[src/rtl/canon_pkg.sv]
// Shared constants and types for the canon demo timebase.
package canon_pkg;

   localparam int unsigned CROTCHET_W            = 7;
   localparam int unsigned CROTCHETS_PER_PHRASE  = 8;
   localparam int unsigned NUM_CROTCHETS_DEFAULT = 104;

   typedef enum logic [1:0] {IDLE, PLAYING, PAUSED, FINISHED} seq_state_t;

endpackage

[src/rtl/beat_sequencer_if.sv]
// Run control in, crotchet/quaver timebase out, between the tempo master and its consumers.
interface beat_sequencer_if;
   import canon_pkg::*;

   logic                  run;
   logic                  restart;
   logic [CROTCHET_W-1:0] crotchet;
   logic                  crotchet_pulse;
   logic                  quaver_pulse;
   logic                  quaver_phase;
   logic                  playing;
   logic                  done;

   modport master (
      output run, restart,
      input  crotchet, crotchet_pulse, quaver_pulse, quaver_phase, playing, done
   );

   modport slave (
      input  run, restart,
      output crotchet, crotchet_pulse, quaver_pulse, quaver_phase, playing, done
   );

endinterface

[src/rtl/beat_sequencer_tick_divider.sv]
// Free-running modulo-CYCLES counter; tick marks the enabled terminal-count cycle.
module tick_divider #(
   parameter int unsigned CYCLES = 4
) (
   input  logic clk,
   input  logic rst_n,
   input  logic clear,
   input  logic enable,
   output logic tick
);

   localparam int unsigned W = (CYCLES > 1) ? $clog2(CYCLES) : 1;
   localparam logic [W-1:0] LAST = W'(CYCLES - 1);

   logic [W-1:0] count_q, count_d;

   always_comb begin
      count_d = count_q;
      if (clear) begin
         count_d = '0;
      end else if (enable) begin
         count_d = (count_q == LAST) ? '0 : count_q + W'(1);
      end
   end

   always_ff @(posedge clk or negedge rst_n) begin
      if (!rst_n) begin
         count_q <= '0;
      end else begin
         count_q <= count_d;
      end
   end

   // Clear always wins so a restart on terminal count produces no event.
   assign tick = enable && !clear && (count_q == LAST);

endmodule

[src/rtl/beat_sequencer.sv]
// Tempo master: steps a crotchet index at two quavers per crotchet, with run/pause/restart.
module beat_sequencer
   import canon_pkg::*;
#(
   parameter int unsigned CLOCKS_PER_QUAVER = 10_920_000,
   parameter int unsigned NUM_CROTCHETS     = NUM_CROTCHETS_DEFAULT,
   parameter bit          LOOP              = 1'b1
) (
   input  logic              clk,
   input  logic              rst_n,
   beat_sequencer_if.slave   bus
);

   localparam logic [CROTCHET_W-1:0] LAST_CROTCHET = CROTCHET_W'(NUM_CROTCHETS - 1);

   seq_state_t            state_q, state_d;
   logic [CROTCHET_W-1:0] crotchet_q, crotchet_d;
   logic                  phase_q, phase_d;
   logic                  cpulse_q, cpulse_d;
   logic                  qpulse_q, qpulse_d;
   logic                  playing_q, done_q;
   logic                  div_clear, div_en, tick;

   // Resuming from PAUSED counts on the same edge that run is seen high.
   assign div_clear = bus.restart || (state_q == IDLE);
   assign div_en    = bus.run && ((state_q == PLAYING) || (state_q == PAUSED));

   tick_divider #(
      .CYCLES (CLOCKS_PER_QUAVER)
   ) u_tick_divider (
      .clk    (clk),
      .rst_n  (rst_n),
      .clear  (div_clear),
      .enable (div_en),
      .tick   (tick)
   );

   always_comb begin
      state_d    = state_q;
      crotchet_d = crotchet_q;
      phase_d    = phase_q;
      cpulse_d   = 1'b0;
      qpulse_d   = 1'b0;
      if (bus.restart) begin
         state_d    = IDLE;
         crotchet_d = '0;
         phase_d    = 1'b0;
      end else begin
         unique case (state_q)
            IDLE: begin
               if (bus.run) begin
                  state_d    = PLAYING;
                  crotchet_d = '0;
                  phase_d    = 1'b0;
                  cpulse_d   = 1'b1;
                  qpulse_d   = 1'b1;
               end
            end
            PLAYING, PAUSED: begin
               if (!bus.run) begin
                  state_d = PAUSED;
               end else begin
                  state_d = PLAYING;
                  if (tick && !phase_q) begin
                     phase_d  = 1'b1;
                     qpulse_d = 1'b1;
                  end else if (tick) begin
                     phase_d = 1'b0;
                     if (crotchet_q < LAST_CROTCHET) begin
                        crotchet_d = crotchet_q + CROTCHET_W'(1);
                        cpulse_d   = 1'b1;
                        qpulse_d   = 1'b1;
                     end else if (LOOP) begin
                        crotchet_d = '0;
                        cpulse_d   = 1'b1;
                        qpulse_d   = 1'b1;
                     end else begin
                        state_d = FINISHED;
                     end
                  end
               end
            end
            FINISHED: begin
               state_d = FINISHED;
            end
            default: begin
               state_d = IDLE;
            end
         endcase
      end
   end

   always_ff @(posedge clk or negedge rst_n) begin
      if (!rst_n) begin
         state_q    <= IDLE;
         crotchet_q <= '0;
         phase_q    <= 1'b0;
         cpulse_q   <= 1'b0;
         qpulse_q   <= 1'b0;
         playing_q  <= 1'b0;
         done_q     <= 1'b0;
      end else begin
         state_q    <= state_d;
         crotchet_q <= crotchet_d;
         phase_q    <= phase_d;
         cpulse_q   <= cpulse_d;
         qpulse_q   <= qpulse_d;
         playing_q  <= (state_d == PLAYING);
         done_q     <= (state_d == FINISHED);
      end
   end

   assign bus.crotchet       = crotchet_q;
   assign bus.crotchet_pulse = cpulse_q;
   assign bus.quaver_pulse   = qpulse_q;
   assign bus.quaver_phase   = phase_q;
   assign bus.playing        = playing_q;
   assign bus.done           = done_q;

endmodule

[src/flat_wrapper.sv]
// flat-port wrapper written by rule: the top's interface ports become plain ports
module beat_sequencer_flat import canon_pkg::*;
#(
   parameter int unsigned CLOCKS_PER_QUAVER = 10_920_000,
   parameter int unsigned NUM_CROTCHETS     = NUM_CROTCHETS_DEFAULT,
   parameter bit          LOOP              = 1'b1
)
  (clk, rst_n, bus_run, bus_restart, bus_crotchet, bus_crotchet_pulse, bus_quaver_pulse, bus_quaver_phase, bus_playing, bus_done);
  beat_sequencer_if bus_i ();
  input  logic clk;
  input  logic rst_n;
  input wire logic [$bits(bus_i.run)-1:0] bus_run;
  input wire logic [$bits(bus_i.restart)-1:0] bus_restart;
  output wire logic [$bits(bus_i.crotchet)-1:0] bus_crotchet;
  output wire logic [$bits(bus_i.crotchet_pulse)-1:0] bus_crotchet_pulse;
  output wire logic [$bits(bus_i.quaver_pulse)-1:0] bus_quaver_pulse;
  output wire logic [$bits(bus_i.quaver_phase)-1:0] bus_quaver_phase;
  output wire logic [$bits(bus_i.playing)-1:0] bus_playing;
  output wire logic [$bits(bus_i.done)-1:0] bus_done;
  assign bus_i.run = bus_run;
  assign bus_i.restart = bus_restart;
  assign bus_crotchet = bus_i.crotchet;
  assign bus_crotchet_pulse = bus_i.crotchet_pulse;
  assign bus_quaver_pulse = bus_i.quaver_pulse;
  assign bus_quaver_phase = bus_i.quaver_phase;
  assign bus_playing = bus_i.playing;
  assign bus_done = bus_i.done;
  beat_sequencer #(.CLOCKS_PER_QUAVER(CLOCKS_PER_QUAVER), .NUM_CROTCHETS(NUM_CROTCHETS), .LOOP(LOOP)) u_core (.clk(clk), .rst_n(rst_n), .bus(bus_i));
endmodule
[config.mk]
export PLATFORM = sky130hd
export DESIGN_NAME = beat_sequencer_flat
export DESIGN_NICKNAME = d
export VERILOG_FILES = /design/src/rtl/canon_pkg.sv /design/src/rtl/beat_sequencer_if.sv /design/src/rtl/beat_sequencer_tick_divider.sv /design/src/rtl/beat_sequencer.sv /design/src/flat_wrapper.sv
export SDC_FILE = /design/constraint.sdc
export NUM_CORES = 1
export LEC_CHECK = 0
export ABC_AREA = 1
export ABC_CLOCK_PERIOD_IN_PS = 2200
export BUFFER_PORTS_ARGS = -buffer_cell sky130_fd_sc_hd__buf_4
export CORE_MARGIN = 4
export CORE_UTILIZATION = 46
export CTS_CLUSTER_DIAMETER = 40
export DETAILED_ROUTE_END_ITERATION = 10
export PLACE_DENSITY = 0.66
export SYNTH_ARGS = -nofsm -noshare
export SYNTH_HDL_FRONTEND = slang
export SYNTH_HIERARCHICAL = 1
export SYNTH_SLANG_ARGS = --single-unit
[constraint.sdc]
create_clock -name clk -period 2.2 [get_ports clk]
set_input_delay 0 -clock clk [delete_from_list [all_inputs] [get_ports clk]]
set_output_delay 0 -clock clk [all_outputs]
set_load 0.02 [all_outputs]
==> key figures <==
Outcome
  • Outcome: finished, final reports clean

Clock tree
  • Clk_lat worst skew: 290 ps
  • CTS tree: yes
  • Num CTS Buffers: 5
  • Worst-path clk slew: roughly 70 ps
  • CTS root buf: clkbuf_8
  • Sink Count: 38
  • Clock Path Buffers: 2
  • H-tree lvl count: 2

Synth
  • Synth Register Bits: 38
  • Yosys cell types: 33
  • Syn Area/Cell: 7.18 um^2
  • Post-Synthesis Cells: 337
  • Top FF cell, synth: dfrtp_1
  • Asr flop ratio synth: 100%
  • Syn_nets: ~350
  • Cell taking the most area after synthesis: dfrtp_1
  • Synth Warn #: 6
  • Top cells by area, synth: dfrtp_1 39%, nand2_1 18%, nor2_1 6.0%
  • Number of flops mapped to enable cells by yosys: 0
  • Most common cell in the netlist: nand2_1
  • Top cells by count, synth: 116 x nand2_1, 39 x nor2_1, 38 x dfrtp_1
  • Syn Std Cell Area: roughly 0.0024 mm^2
  • Share of the synthesized area in the top cell type: between 30% and 40%
  • Sequential fraction of the synthesis area: about two fifths

Finish
  • Final instance area: ~0.0029 mm^2
  • Nets: around 380
  • Area growth syn-to-layout: 17.7%
  • Proportion of layout cells with a drive suffix above 1: roughly a fifth
  • N_diodes: 0

Worst setup path
  • Top delay family on crit path: simple AND/OR/NAND/NOR gates
  • Critical path origin: u_core/state_q[1]$_DFF_PN0_
  • Req. time, crit path: 2420 ps
  • Critical path depth in cells: 16
  • Worst reg2reg path depth: 16
  • Worst path cell trace: inv_2 -> ha_4 -> nand2_4 -> inv_2 -> inv_2 -> nor2_4 -> inv_2 -> nor4_4 -> inv_1 -> nand2_1 -> nand2_2 -> nand2_4 -> nand2_4 -> inv_4 -> nand2_4 -> o21ai_2
  • Setup crit start kind: flip-flop
  • WP buf/inv: 6
  • Arr. time, crit path: about 2300 ps
  • Critical path type: flip-flop to flip-flop
  • CP Capture Type: flip-flop
  • RR Startpoint: u_core/state_q[1]$_DFF_PN0_
  • Slowest cell on crit path: dfrtp_1
  • CP max FO: 5
  • Max incr delay on CP: ~400 ps

Die
  • Initial Util: between 40% and 50%
  • Die Ht: between 80 and 90 um
  • CORE AREA: ~0.0051 mm^2
  • Die area: between 0.006 and 0.007 mm^2
  • Row cnt: 26
  • Die X: slightly above 80 um
  • IO Pins: 16

GRT
  • Grt ovf: 0
  • First-pass GRT wire length: about 9.3 mm
  • Tot GR Track Use: 18.0%
  • Largest net degree at the start of global routing: 39
  • Initial antenna violation count: 0
  • Number of global-route vias before repair: 2,098

Timing
  • Setup violators final: 0
  • Hold_ws: between 30 and 40 ps
  • Slew @ Worst Pin: 483 ps
  • Slew HR: 67.8%
  • Fmax: about 0.48 GHz
  • Tmin final: roughly 2100 ps
  • Final Skew: 4.43 ps
  • Final worst-path cycle share: 94.9%
  • Slew Limit Fails: 0
  • Hold Vio Cnt, Final: 0
  • Min setup slack post-route: roughly 110 ps

Drt
  • Routed Antenna Nets: 0
  • Initial drt markers: roughly 110
  • WL per Instance: 12.0 um
  • Total wire length: approximately 5.3 mm
  • # DRC: 0
  • First-pass DRT Iterations: 4
  • Via Count: between 2,000 and 2,500
  • Vias per cell: just under 5

Placement
  • Placed Area: 0.00265 mm^2
  • Hpwl dp: roughly 3.7 mm
  • Port buffer count: 15
  • Dpl ws: -74.6 ps
  • GP Congestion: 0.897

Min path
  • Hold path depth: 3
  • Hold_sp: bus_run
  • Worst min path class: primary input to flip-flop

Pwr
  • Clock power frac: approximately 29%
  • Switching power: roughly 0.48 mW
  • PwrDens: about 540 mW/mm^2
  • Switch share: a little under a third
  • Leakage: approximately 1.4 nW
  • Sequential share of power: between 40% and 50%
  • Peak supply drop: roughly 0.00033 V
  • Combinational Power Share: 23.0%
  • Int Power: between 1 and 1.5 mW

Flow run
  • Max_cap viols: 0
==> final timing paths <==
check                                                           endpoint  slack (ps)
setup / recovery                      u_core/bus.crotchet[5]$_DFFE_PN0P_         110
hold / removal                       u_core/bus.crotchet_pulse$_DFF_PN0_          40
setup reg to reg                      u_core/bus.crotchet[5]$_DFFE_PN0P_         110
hold reg to reg             u_core/u_tick_divider/count_q[1]$_DFFE_PN0P_         510
max in group asynchronous  u_core/u_tick_divider/count_q[15]$_DFFE_PN0P_        1640
min in group asynchronous   u_core/u_tick_divider/count_q[9]$_DFFE_PN0P_         220
==> cells by family (layout without fill, tap and decap cells) <==
| logic type | Yosys count | count (layout) | share of synthesized area [%] |
|---|---|---|---|
| simple gates | 209 | 210 | 39.4 |
| buf+inv | 45 | 77 | 7.44 |
| flops | 38 | 38 | 39.3 |
| compound gates | 30 | 30 | 7.70 |
| xor+xnor | 10 | 10 | 3.62 |
| fa+ha+maj | 5 | 5 | 2.58 |
==> through the flow <==
step / std cells / TNS [ps] / power, mW / utilization, %
2_1_floorplan: 337 / 0 / 0.942 / -
3_3_place_gp: 424 / 0 / 1.04 / 51.9
3_5_place_dp: 424 / -219 / 1.05 / 51.9
4_1_cts: 434 / 0 / 1.52 / 54.2
5_1_grt: 440 / -77.2 / 1.64 / 55.8
6_report: 440 / 0 / 1.55 / 55.8
==> tightest hold or removal path, cell delays in order <==
cell,delay [ps]
buf_4,140
nand2_1,70
a21oi_1,70
==> cell type report <==
type,count,area (um^2)
fillers,527,2260
multi-input cells,255,1360
flip-flops and latches,38,951
repair buffers,29,223
inverters,41,156
well taps,70,87.6
clock buffers,7,76.3
==> registers in the layout (all words and copies together), names as in the netlist <==
name / flops
u_core/u_tick_divider/count_q: 24
u_core/bus.crotchet: 7
u_core/state_q: 2
u_core/bus.crotchet_pulse: 1
u_core/bus.done: 1
u_core/bus.playing: 1
u_core/bus.quaver_phase: 1
u_core/bus.quaver_pulse: 1
==> power groups by stage <==
stage | sequential [mW] | clock [mW] | combinational [mW]
after CTS | 0.745 | 0.472 | 0.301
after floorplan | 0.782 | 0 | 0.160
after detailed placement | 0.760 | 0 | 0.287
after global routing | 0.749 | 0.502 | 0.391
final | 0.745 | 0.449 | 0.356
after global placement | 0.759 | 0 | 0.284
==> per-layer routing <==
| layer | share of wire (%) | GRT usage [%] | vias up |
|---|---|---|---|
| li1 | - | - | 1132 |
| met1 | 47 | 22.6 | 1008 |
| met2 | 49 | 30.8 | 30 |
| met3 | 3.2 | 3.70 | 6 |
| met4 | 1.2 | 5.41 | 0 |
| met5 | 0 | 0 | - |
==> repair_timing <==
action | CTS | global route
pin swaps | 1 | 8
cloned | 0 | 1
resized for setup | 3 | 11
buffers inserted | 1 | 5
hold buffers | 2 | 0
endpoints found under the hold margin | 40 | 0
setup endpoints to repair | 7 | 8
==> placed cells by master (no fill, tap or decap), types with 5 or more instances in the layout <==
master    count
nand2_1     113
nor2_1       37
inv_1        33
dfrtp_1      38
clkbuf_8      5
inv_2         7
nand3_1      24
o21bai_1      5
nand3_2       8
nand4_1       6
o21ai_0      14
buf_4        27
xor2_1        6
Power figures use the tool's default switching activity.
